===== src/rtl/fifo_pkg.sv =====
// fifo_pkg: FSM state encoding and output-buffer sizing shared by the FIFO read streamer.
// Latency: n/a (types and constants only).
// Backpressure: n/a.
package fifo_pkg;

  typedef enum logic [1:0] {
    IDLE  = 2'd0,
    READ  = 2'd1,
    FLUSH = 2'd2,
    DONE  = 2'd3
  } rd_state_e;

  // Output buffer entries; pointer wrap in fifo_skid_buf assumes a power of two.
  localparam int BUF_DEPTH = 2;
  localparam int BUF_CW    = $clog2(BUF_DEPTH + 1);

endpackage


===== src/rtl/fifo_skid_buf.sv =====
// fifo_skid_buf: small circular output buffer (BUF_DEPTH entries) between FIFO read and stream.
// Latency: push on edge N -> visible on pop_dat / count from N+1; pop_dat is a direct register read.
// Backpressure: none internally; caller must not push when full nor pop when empty.
//
// Ports: clk/rst (sync, active-high); push + push_dat write one entry; pop retires the head;
//        pop_dat shows the head entry; count is current occupancy. Push and pop may coincide.
module fifo_skid_buf
  import fifo_pkg::*;
#(
  parameter int DSIZE = 8
) (
  input  logic              clk,
  input  logic              rst,
  input  logic              push,
  input  logic [DSIZE-1:0]  push_dat,
  input  logic              pop,
  output logic [DSIZE-1:0]  pop_dat,
  output logic [BUF_CW-1:0] count
);

  localparam int PW = (BUF_DEPTH > 1) ? $clog2(BUF_DEPTH) : 1;

  logic [DSIZE-1:0] mem [BUF_DEPTH];
  logic [PW-1:0]    wr_ptr;
  logic [PW-1:0]    rd_ptr;

  always_ff @(posedge clk) begin
    if (rst) begin
      // Entries are cleared too so the stream data bus reads zero out of reset.
      for (int i = 0; i < BUF_DEPTH; i++) begin
        mem[i] <= '0;
      end
      wr_ptr <= '0;
      rd_ptr <= '0;
      count  <= '0;
    end else begin
      if (push) begin
        mem[wr_ptr] <= push_dat;
        wr_ptr      <= wr_ptr + 1'b1;
      end
      if (pop) begin
        rd_ptr <= rd_ptr + 1'b1;
      end
      case ({push, pop})
        2'b10:   count <= count + 1'b1;
        2'b01:   count <= count - 1'b1;
        default: count <= count;
      endcase
    end
  end

  assign pop_dat = mem[rd_ptr];

endmodule


===== src/rtl/fifo_rd_stream.sv =====
// fifo_rd_stream: reads a burst (or continuous run) from a FIFO and presents it as a valid/ready stream.
// Latency: fifo_ren in cycle N -> m_valid in N+1 (FALLTHROUGH="TRUE") or N+2 (registered-read FIFO).
// Backpressure: m_ready low fills a 2-entry buffer, then fifo_ren is withheld; no word is dropped.
//
// Ports: rclk, rrst (sync, active-high); start/stop/burst_len control (burst_len 0 = run until stop);
//        fifo_ren/fifo_rdata/fifo_empty to the FIFO; m_valid/m_ready/m_data downstream;
//        busy (READ or FLUSH), done (1-cycle pulse), rd_count (words delivered this burst, saturating).
// Build option: define FIFO_RD_STREAM_ERRCHK_EN to add a sticky err output for protocol violations.
module fifo_rd_stream
  import fifo_pkg::*;
#(
  parameter int    DSIZE       = 8,
  parameter int    ASIZE       = 4,
  parameter string FALLTHROUGH = "TRUE"
) (
  input  logic             rclk,
  input  logic             rrst,
  input  logic             start,
  input  logic             stop,
  input  logic [ASIZE:0]   burst_len,
  output logic             fifo_ren,
  input  logic [DSIZE-1:0] fifo_rdata,
  input  logic             fifo_empty,
  output logic             m_valid,
  input  logic             m_ready,
  output logic [DSIZE-1:0] m_data,
  output logic             busy,
  output logic             done,
  output logic [ASIZE:0]   rd_count
`ifdef FIFO_RD_STREAM_ERRCHK_EN
  ,
  output logic             err
`endif
);

  localparam bit                FWFT     = (FALLTHROUGH == "TRUE");
  localparam logic [BUF_CW:0]   HELD_MAX = (BUF_CW + 1)'(BUF_DEPTH);
  localparam logic [ASIZE:0]    LEN_ONE  = (ASIZE + 1)'(1);

  rd_state_e         state;
  rd_state_e         state_nxt;
  logic [ASIZE:0]    remaining;
  logic              cont;
  logic              infl;      // registered-read FIFO: data for last cycle's read arrives now
  logic              push;
  logic              pop;
  logic [BUF_CW-1:0] count;
  logic [BUF_CW:0]   held_nxt;
  logic              accept;

  assign pop     = m_valid && m_ready;
  assign m_valid = (count != '0);
  assign push    = FWFT ? fifo_ren : infl;
  assign accept  = (state == IDLE) && start && !stop;

  // Entries still held after this edge, before counting any read issued now. Crediting the
  // departing word is what lets a registered-read FIFO sustain one word per cycle.
  assign held_nxt = {1'b0, count} + {{BUF_CW{1'b0}}, infl} - {{BUF_CW{1'b0}}, pop};

  always_comb begin
    state_nxt = state;
    fifo_ren  = 1'b0;
    busy      = 1'b0;
    done      = 1'b0;
    case (state)
      IDLE: begin
        if (accept) begin
          state_nxt = READ;
        end
      end
      READ: begin
        busy     = 1'b1;
        // rrst gating keeps the external FIFO intact when the burst is being torn down.
        fifo_ren = !rrst && !stop && !fifo_empty && (cont || (remaining != '0))
                   && (held_nxt < HELD_MAX);
        // Leave as soon as the last read issues so done lands right after the last transfer.
        if (stop || (!cont && ((remaining == '0) || ((remaining == LEN_ONE) && fifo_ren)))) begin
          state_nxt = FLUSH;
        end
      end
      FLUSH: begin
        busy = 1'b1;
        if (held_nxt == '0) begin
          state_nxt = DONE;
        end
      end
      DONE: begin
        done      = 1'b1;
        state_nxt = IDLE;
      end
      default: state_nxt = IDLE;
    endcase
  end

  always_ff @(posedge rclk) begin
    if (rrst) begin
      state     <= IDLE;
      remaining <= '0;
      cont      <= 1'b0;
      infl      <= 1'b0;
      rd_count  <= '0;
    end else begin
      state <= state_nxt;
      infl  <= !FWFT && fifo_ren;
      if (accept) begin
        remaining <= burst_len;
        cont      <= (burst_len == '0);
        rd_count  <= '0;
      end else begin
        if (fifo_ren && !cont) begin
          remaining <= remaining - 1'b1;
        end
        if (pop && (rd_count != '1)) begin
          rd_count <= rd_count + 1'b1;
        end
      end
    end
  end

  fifo_skid_buf #(
    .DSIZE (DSIZE)
  ) u_buf (
    .clk      (rclk),
    .rst      (rrst),
    .push     (push),
    .push_dat (fifo_rdata),
    .pop      (pop),
    .pop_dat  (m_data),
    .count    (count)
  );

`ifdef FIFO_RD_STREAM_ERRCHK_EN
  logic [DSIZE-1:0] m_data_q;
  logic             stall_q;

  always_ff @(posedge rclk) begin
    if (rrst) begin
      err      <= 1'b0;
      stall_q  <= 1'b0;
      m_data_q <= '0;
    end else begin
      stall_q  <= m_valid && !m_ready;
      m_data_q <= m_data;
      if ((fifo_ren && fifo_empty) || (stall_q && (m_data != m_data_q))) begin
        err <= 1'b1;
      end
    end
  end
`endif

endmodule


===== config.mk =====
export PLATFORM = sky130hd
export DESIGN_NAME = fifo_rd_stream
export DESIGN_NICKNAME = d
export VERILOG_FILES = /design/src/rtl/fifo_pkg.sv /design/src/rtl/fifo_skid_buf.sv /design/src/rtl/fifo_rd_stream.sv
export SDC_FILE = /design/constraint.sdc
export NUM_CORES = 1
export LEC_CHECK = 0
export ABC_AREA = 1
export CAP_MARGIN = 20
export CORE_MARGIN = 5
export CORE_UTILIZATION = 52
export DETAILED_ROUTE_END_ITERATION = 16
export GPL_TIMING_DRIVEN = 0
export PLACE_DENSITY = 0.8
export SYNTH_ARGS = -nofsm -noshare
export SYNTH_HDL_FRONTEND = slang
export SYNTH_HIERARCHICAL = 1
export SYNTH_SLANG_ARGS = --single-unit

===== constraint.sdc =====
create_clock -name rclk -period 2.6 [get_ports rclk]
set_clock_uncertainty 0.05 [all_clocks]
set_input_delay 0.52 -clock rclk [delete_from_list [all_inputs] [get_ports rclk]]
set_output_delay 0.52 -clock rclk [all_outputs]
set_load 0.02 [all_outputs]

# Word level (Yosys, flattened, before mapping)
# Memories as Yosys holds them, arrays and structs flattened. A register that Yosys moved wholly into a read port is not among the register bits.
# Cells that the tools add are included.
[totals]
register_bits = 17
out_inout_bits = 17
elab_cells = 76
ram_bits = 16
mem_count = 1
[op_classes]
order_cmp = 1
reduce_logical = 30
addsub = 7
eq_ne = 10
mux = 20
[mem_list]
columns = ["name", "depth", "word_bits", "read_ports", "rd_clocked_by_memory_dff", "write_ports", "line", "text"]
rows = [
  ["u_buf.mem", 2, 8, 1, 1, 2, "fifo_skid_buf.sv:23", "logic [DSIZE-1:0] mem [BUF_DEPTH];"],
]
[ops]
columns = ["op", "count"]
rows = [
  ["1-bit two-way mux", 12],
  ["1-bit logical AND", 11],
  ["5-bit zero test", 2],
  ["5-bit two-way mux", 2],
  ["8-bit two-way mux", 1],
  ["2-bit case mux with 4 select lines", 1],
  ["8-bit OR reduction", 1],
  ["2-bit == test (second input constant)", 3],
  ["2-bit two-way mux", 3],
  ["2-bit != test (second input constant)", 3],
  ["2-bit nonzero test", 3],
  ["5-bit by 1-bit adder with 5-bit output (second input constant)", 1],
  ["5-bit by 1-bit == test with 1-bit output (second input constant)", 1],
  ["5-bit != test (second input constant)", 1],
  ["5-bit nonzero test", 1],
  ["5-bit by 1-bit subtractor with 5-bit output (second input constant)", 1],
  ["2-bit by 1-bit == test with 1-bit output (second input constant)", 2],
  ["1-bit zero test", 4],
  ["2-bit case mux with 2 select lines", 1],
  ["2-bit OR reduction", 2],
  ["3-bit zero test", 1],
  ["1-bit logical OR", 3],
  ["3-bit by 2-bit < comparator with 1-bit output (second input constant)", 1],
  ["3-bit AND reduction", 1],
  ["other kinds (5)", 6],
]

# Logic depth before layout (Yosys ltp)
[depth]
ltp_word = 11
depth_mapped = 13
mapped_depth_nobuf = 13

# By module
# Netlist, hierarchy kept.
[by_module_without_submodules]
columns = ["module", "cells_each", "instances", "area_each_um2", "seq_area_each_um2"]
rows = [
  ["fifo_rd_stream", 144, 1, 972.2, 260.2],
  ["fifo_skid_buf", 81, 1, 944.7, 580.6],
]

# Worst setup path after synthesis
# OpenSTA, ideal clock, no wires.
[synth_timing]
path_type = "input to register"
from = "input port m_ready"
to = "memory u_buf.mem[0][0] (enable)"
setup_slack_ns = 0.053
arrival_ns = 2.168
setup_ns = 0.329
path_buffers = 0
cell_stages = 10
path_cell_list = "o21a_1 ha_1 ha_1 nand2_1 nor2_4 and3_1 inv_2 nor2_4 nand2_4 nand2_1"
[synth_lines]
columns = ["item", "line", "text"]
rows = [
  ["from (decl)", "fifo_rd_stream.sv:25", "input logic m_ready,"],
  ["to (decl)", "fifo_skid_buf.sv:23", ""],
]

# Final worst setup path
[layout_timing]
from = "input port m_ready"
to = "output port fifo_ren"
[layout_between]
elab_chain_cells = 5
[layout_rtl]
columns = ["item", "line", "text"]
rows = [
  ["1-bit logical AND", "fifo_rd_stream.sv:51", "assign pop = m_valid && m_ready;"],
  ["named net pop", "fifo_rd_stream.sv:46", "logic pop;"],
  ["2-bit by 1-bit subtractor with 3-bit output", "fifo_rd_stream.sv:58", "assign held_nxt = {1'b0, count} + {{BUF_CW{1'b0}}, infl} - {{BUF_CW{1'b0}}, pop};"],
  ["3-bit by 2-bit < comparator with 1-bit output", "fifo_rd_stream.sv:75", "&& (held_nxt < HELD_MAX);"],
  ["1-bit logical AND", "fifo_rd_stream.sv:75", ""],
  ["1-bit two-way mux", "fifo_rd_stream.sv:65", "case (state)"],
  ["to (decl)", "fifo_rd_stream.sv:21", "output logic fifo_ren,"],
]
# The timed path passes the listed nets, and every way through them passes these cells.

==> flow_summary.toml <==
[outcome]
status = "finished, final reports clean"

[worst_setup_path]
worstSetupEndpointType = "output port"
worst-setup-path-type = "in -> out"
crit_family = "adder cells"
worstRegToRegCells = 8
crit_path_max_fanout = 3
start_kind = "primary input"
total_stage_count_of_the_critical_path = 8
worst_path_most_repeated_cell = "ha_1"
timing.critical_path.arrival_ns = 1.95
path_cells = "dlygate4sd2_1 -> o21a_1 -> ha_1 -> ha_1 -> nand2_1 -> nor2_4 -> and3_4 -> buf_6"
cp.buffers_inverters = 2
max_stage_delay_ns = 0.28
critical-path-slowest-cell = "ha_1"
critPathRequiredTime_ns = 2.03

[power_and_ir_drop]
power_leakage_nw = 1.13
peakVddDrop_v = 0.000631
power_per_cell_area_nw_per_um2 = 648
total_power_mw = 1.57

[clocking]
clkLatencyLatePin_ns = 0.28
tritoncts = "built"
h-tree-depth = 2
clkTransAtPathRegs_ns = 0.06
cts_inserted_buffers = 5
clock-sinks = 34
cts_max_path_bufs = 2
clock-root-buffer = "clkbuf_8"

[synth]
synth_nets = 256
synth.cell_area_um2 = 1920
count_of_different_cell_masters_after_synthesis = 27
yosys_reg_bits = 34
postSynthCellCount = 225
synth_sequential_area_ratio_pct = 43.9
post_synth.cell_area_avg_um2 = 8.52
synth_warnings = 6

[hold_path]
hold_path_depth = 2
hp-class = "reg -> reg"

[global_route]
grt_antenna_before_repair = 0
groute.layer.met2.usage_pct = 26.7
first_global_vias = 1437
grt.total_usage_pct = 14.7
met1_usage_pct = 16.5
grt_remaining_overflow = 0
first_pass_grt_wire_length_mm = 6.02
globalRoute.busiestLayer = "met2"
grt_start_max_net_pins = 11
grt_use_met3_pct = 3.84

[cells_and_area]
filler_cell_count = 313
diodes = 0
stdcell_area_um2 = 2430
syn_to_final_growth_pct = 26.8
final_nets = 300
drive_above_1_share_pct = 13.3

[floorplan]
ios = 36
core_area_um2 = 3610
initial_util_pct = 53.2
die_height_um = 70.7
placementRows = 22
die-area_um2 = 5000
chipWidth_um = 70.7

[timing]
finalHoldViolCount = 0
setup_viol_count_final = 0
min_period_ns = 2.52
max_slew_vio_count = 0
rsz0062_at_grt = "false"
max_freq_mhz = 397
finalCritPeriodShare_pct = 97.0
worst_case_headroom_to_the_max_slew_limit_pct = 75.7
worst_slew_pin_slew_ns = 0.364
setup_total_negative_slack_ns = 0

[drt]
detail_route.iter0.violations = 48
via_count_of_the_routed_design = 1513
wl_mm = 3.46
firstDrtPassIters = 4
vias_per_cell = 4.76
final_antenna_net_count = 0
remaining_drc_errors = 0
detail_route.wl_per_cell_um = 10.9

[placed_design]
place_congestion = 0.837
postPlaceCellArea_um2 = 2330
io_buffers = 35
hpwlAfterDp_mm = 2.60

[run]
max-cap-violations = 0
[cell usage after synthesis (all sizes together)]
cell / number / area, µm²
nor2: 54 / 225
nand2: 41 / 171
inv: 36 / 135
dfxtp: 18 / 360
edfxtp: 16 / 480
ha: 12 / 150
nand3: 12 / 70.1
mux2: 8 / 120
a21oi: 7 / 35.0
o21ai: 7 / 35.0
buf: 2 / 18.8
nand4: 2 / 27.5
xnor2: 2 / 17.5
xor2: 2 / 17.5
and3: 1 / 6.26
nand3b: 1 / 20.0
nor3: 1 / 5.00
o21a: 1 / 7.51
o21bai: 1 / 7.51
or2: 1 / 6.26
[final cells by class]
cell class | instances | area, µm² | area share, %
Tap cell | 48 | 60.1 | 2.47
Multi-Input combinational cell | 153 | 930 | 38.2
Sequential cell | 34 | 841 | 34.6
Buffer | 2 | 18.8 | 0.772
Inverter | 36 | 135 | 5.56
Clock inverter | 2 | 8.76 | 0.360
Timing Repair Buffer | 37 | 365 | 15.0
Clock buffer | 6 | 72.6 | 2.99
[stage by stage]
stage	worst slack, ns	utilization (%)	std cells	hold WS, ns
after floorplan	0.0533	-	225	0.428
after global placement	-0.783	64.5	308	0.431
after detailed placement	-0.779	64.5	308	0.436
after CTS	0.0279	67.0	317	0.446
after global routing	0.00337	67.4	318	0.467
final	0.0791	67.4	318	0.445
[worst paths after layout]
path,from,to,slack (ns)
worst max-delay path,m_ready,fifo_ren,0.08
worst min-delay path,rd_count[4]$_SDFFE_PP0P_,rd_count[4]$_SDFFE_PP0P_,0.44
worst max register to register,u_buf/count[0]$_SDFFE_PP0P_,u_buf/mem[1][1]$_SDFFCE_PN0P_,0.20
worst min register to register,rd_count[4]$_SDFFE_PP0P_,rd_count[4]$_SDFFE_PP0P_,0.44
[cell families (layout without fill, tap and decap cells)]
group,after synthesis,count (layout),share of synthesized area [%]
flip-flops,34,34,43.9
AND/OR/NAND/NOR,113,113,27.7
AO/OA/AOI/OAI,16,16,4.44
XOR/XNOR,4,4,1.83
multiplexers,8,8,6.27
adder cells (fa/ha/maj),12,12,7.83
buffers and inverters,38,83,8.03
[flip-flops by register name, summed over array words and instances (netlist names), named ones only]
register / cells
u_buf/mem: 16
rd_count: 5
remaining: 5
state: 2
u_buf/count: 2
cont: 1
u_buf/rd_ptr: 1
u_buf/wr_ptr: 1
[power breakdown]
group	switching, mW	internal [mW]	leakage [nW]
clock network	0.175	0.184	0.0426
logic	0.317	0.250	0.777
registers	0.0406	0.608	0.312
[cell usage in the layout, fill, tap and decap left out]
cell type / synthesis / routed
nor2_4: 3 / 3
a21oi_1: 7 / 7
o21a_1: 1 / 1
nand3_1: 10 / 10
buf_6: 1 / 2
clkbuf_8: 0 / 5
xor2_1: 2 / 2
clkinv_1: 0 / 1
nand2_2: 4 / 5
inv_2: 3 / 3
or2_0: 1 / 1
clkbuf_1: 0 / 1
nand3b_4: 1 / 1
clkdlybuf4s50_1: 0 / 33
nand4_4: 1 / 1
o21ai_0: 7 / 7
buf_4: 1 / 3
xnor2_1: 2 / 2
nand2_4: 1 / 1
nor2_1: 51 / 51
clkinv_2: 0 / 1
mux2_4: 8 / 8
dfxtp_1: 18 / 18
nand4_1: 1 / 1
inv_1: 33 / 33
and3_4: 0 / 1
nand2_1: 36 / 35
edfxtp_1: 16 / 16
o21bai_1: 1 / 1
nor3_1: 1 / 1
ha_1: 12 / 12
nand3_2: 2 / 2
dlygate4sd2_1: 0 / 1
[worst min-delay path, stage by stage, from the launching register on]
cell	delay (ns)
dfxtp_1	0.33
nand2_1	0.07
a21oi_1	0.05
[routing by layer]
metal	part of all wire, %	wire length, µm
met1	43	1500
met2	50	1730
met3	4.9	171
met4	1.5	51
met5	0	0
[timing repair]
item                                    CTS  global route
pin swaps                                 1             1
resized for setup                         8             2
setup buffers                             1             1
endpoints found under the setup margin   19            16
hold buffers                              0             0
No activity file was read; power rests on OpenSTA's default activity.
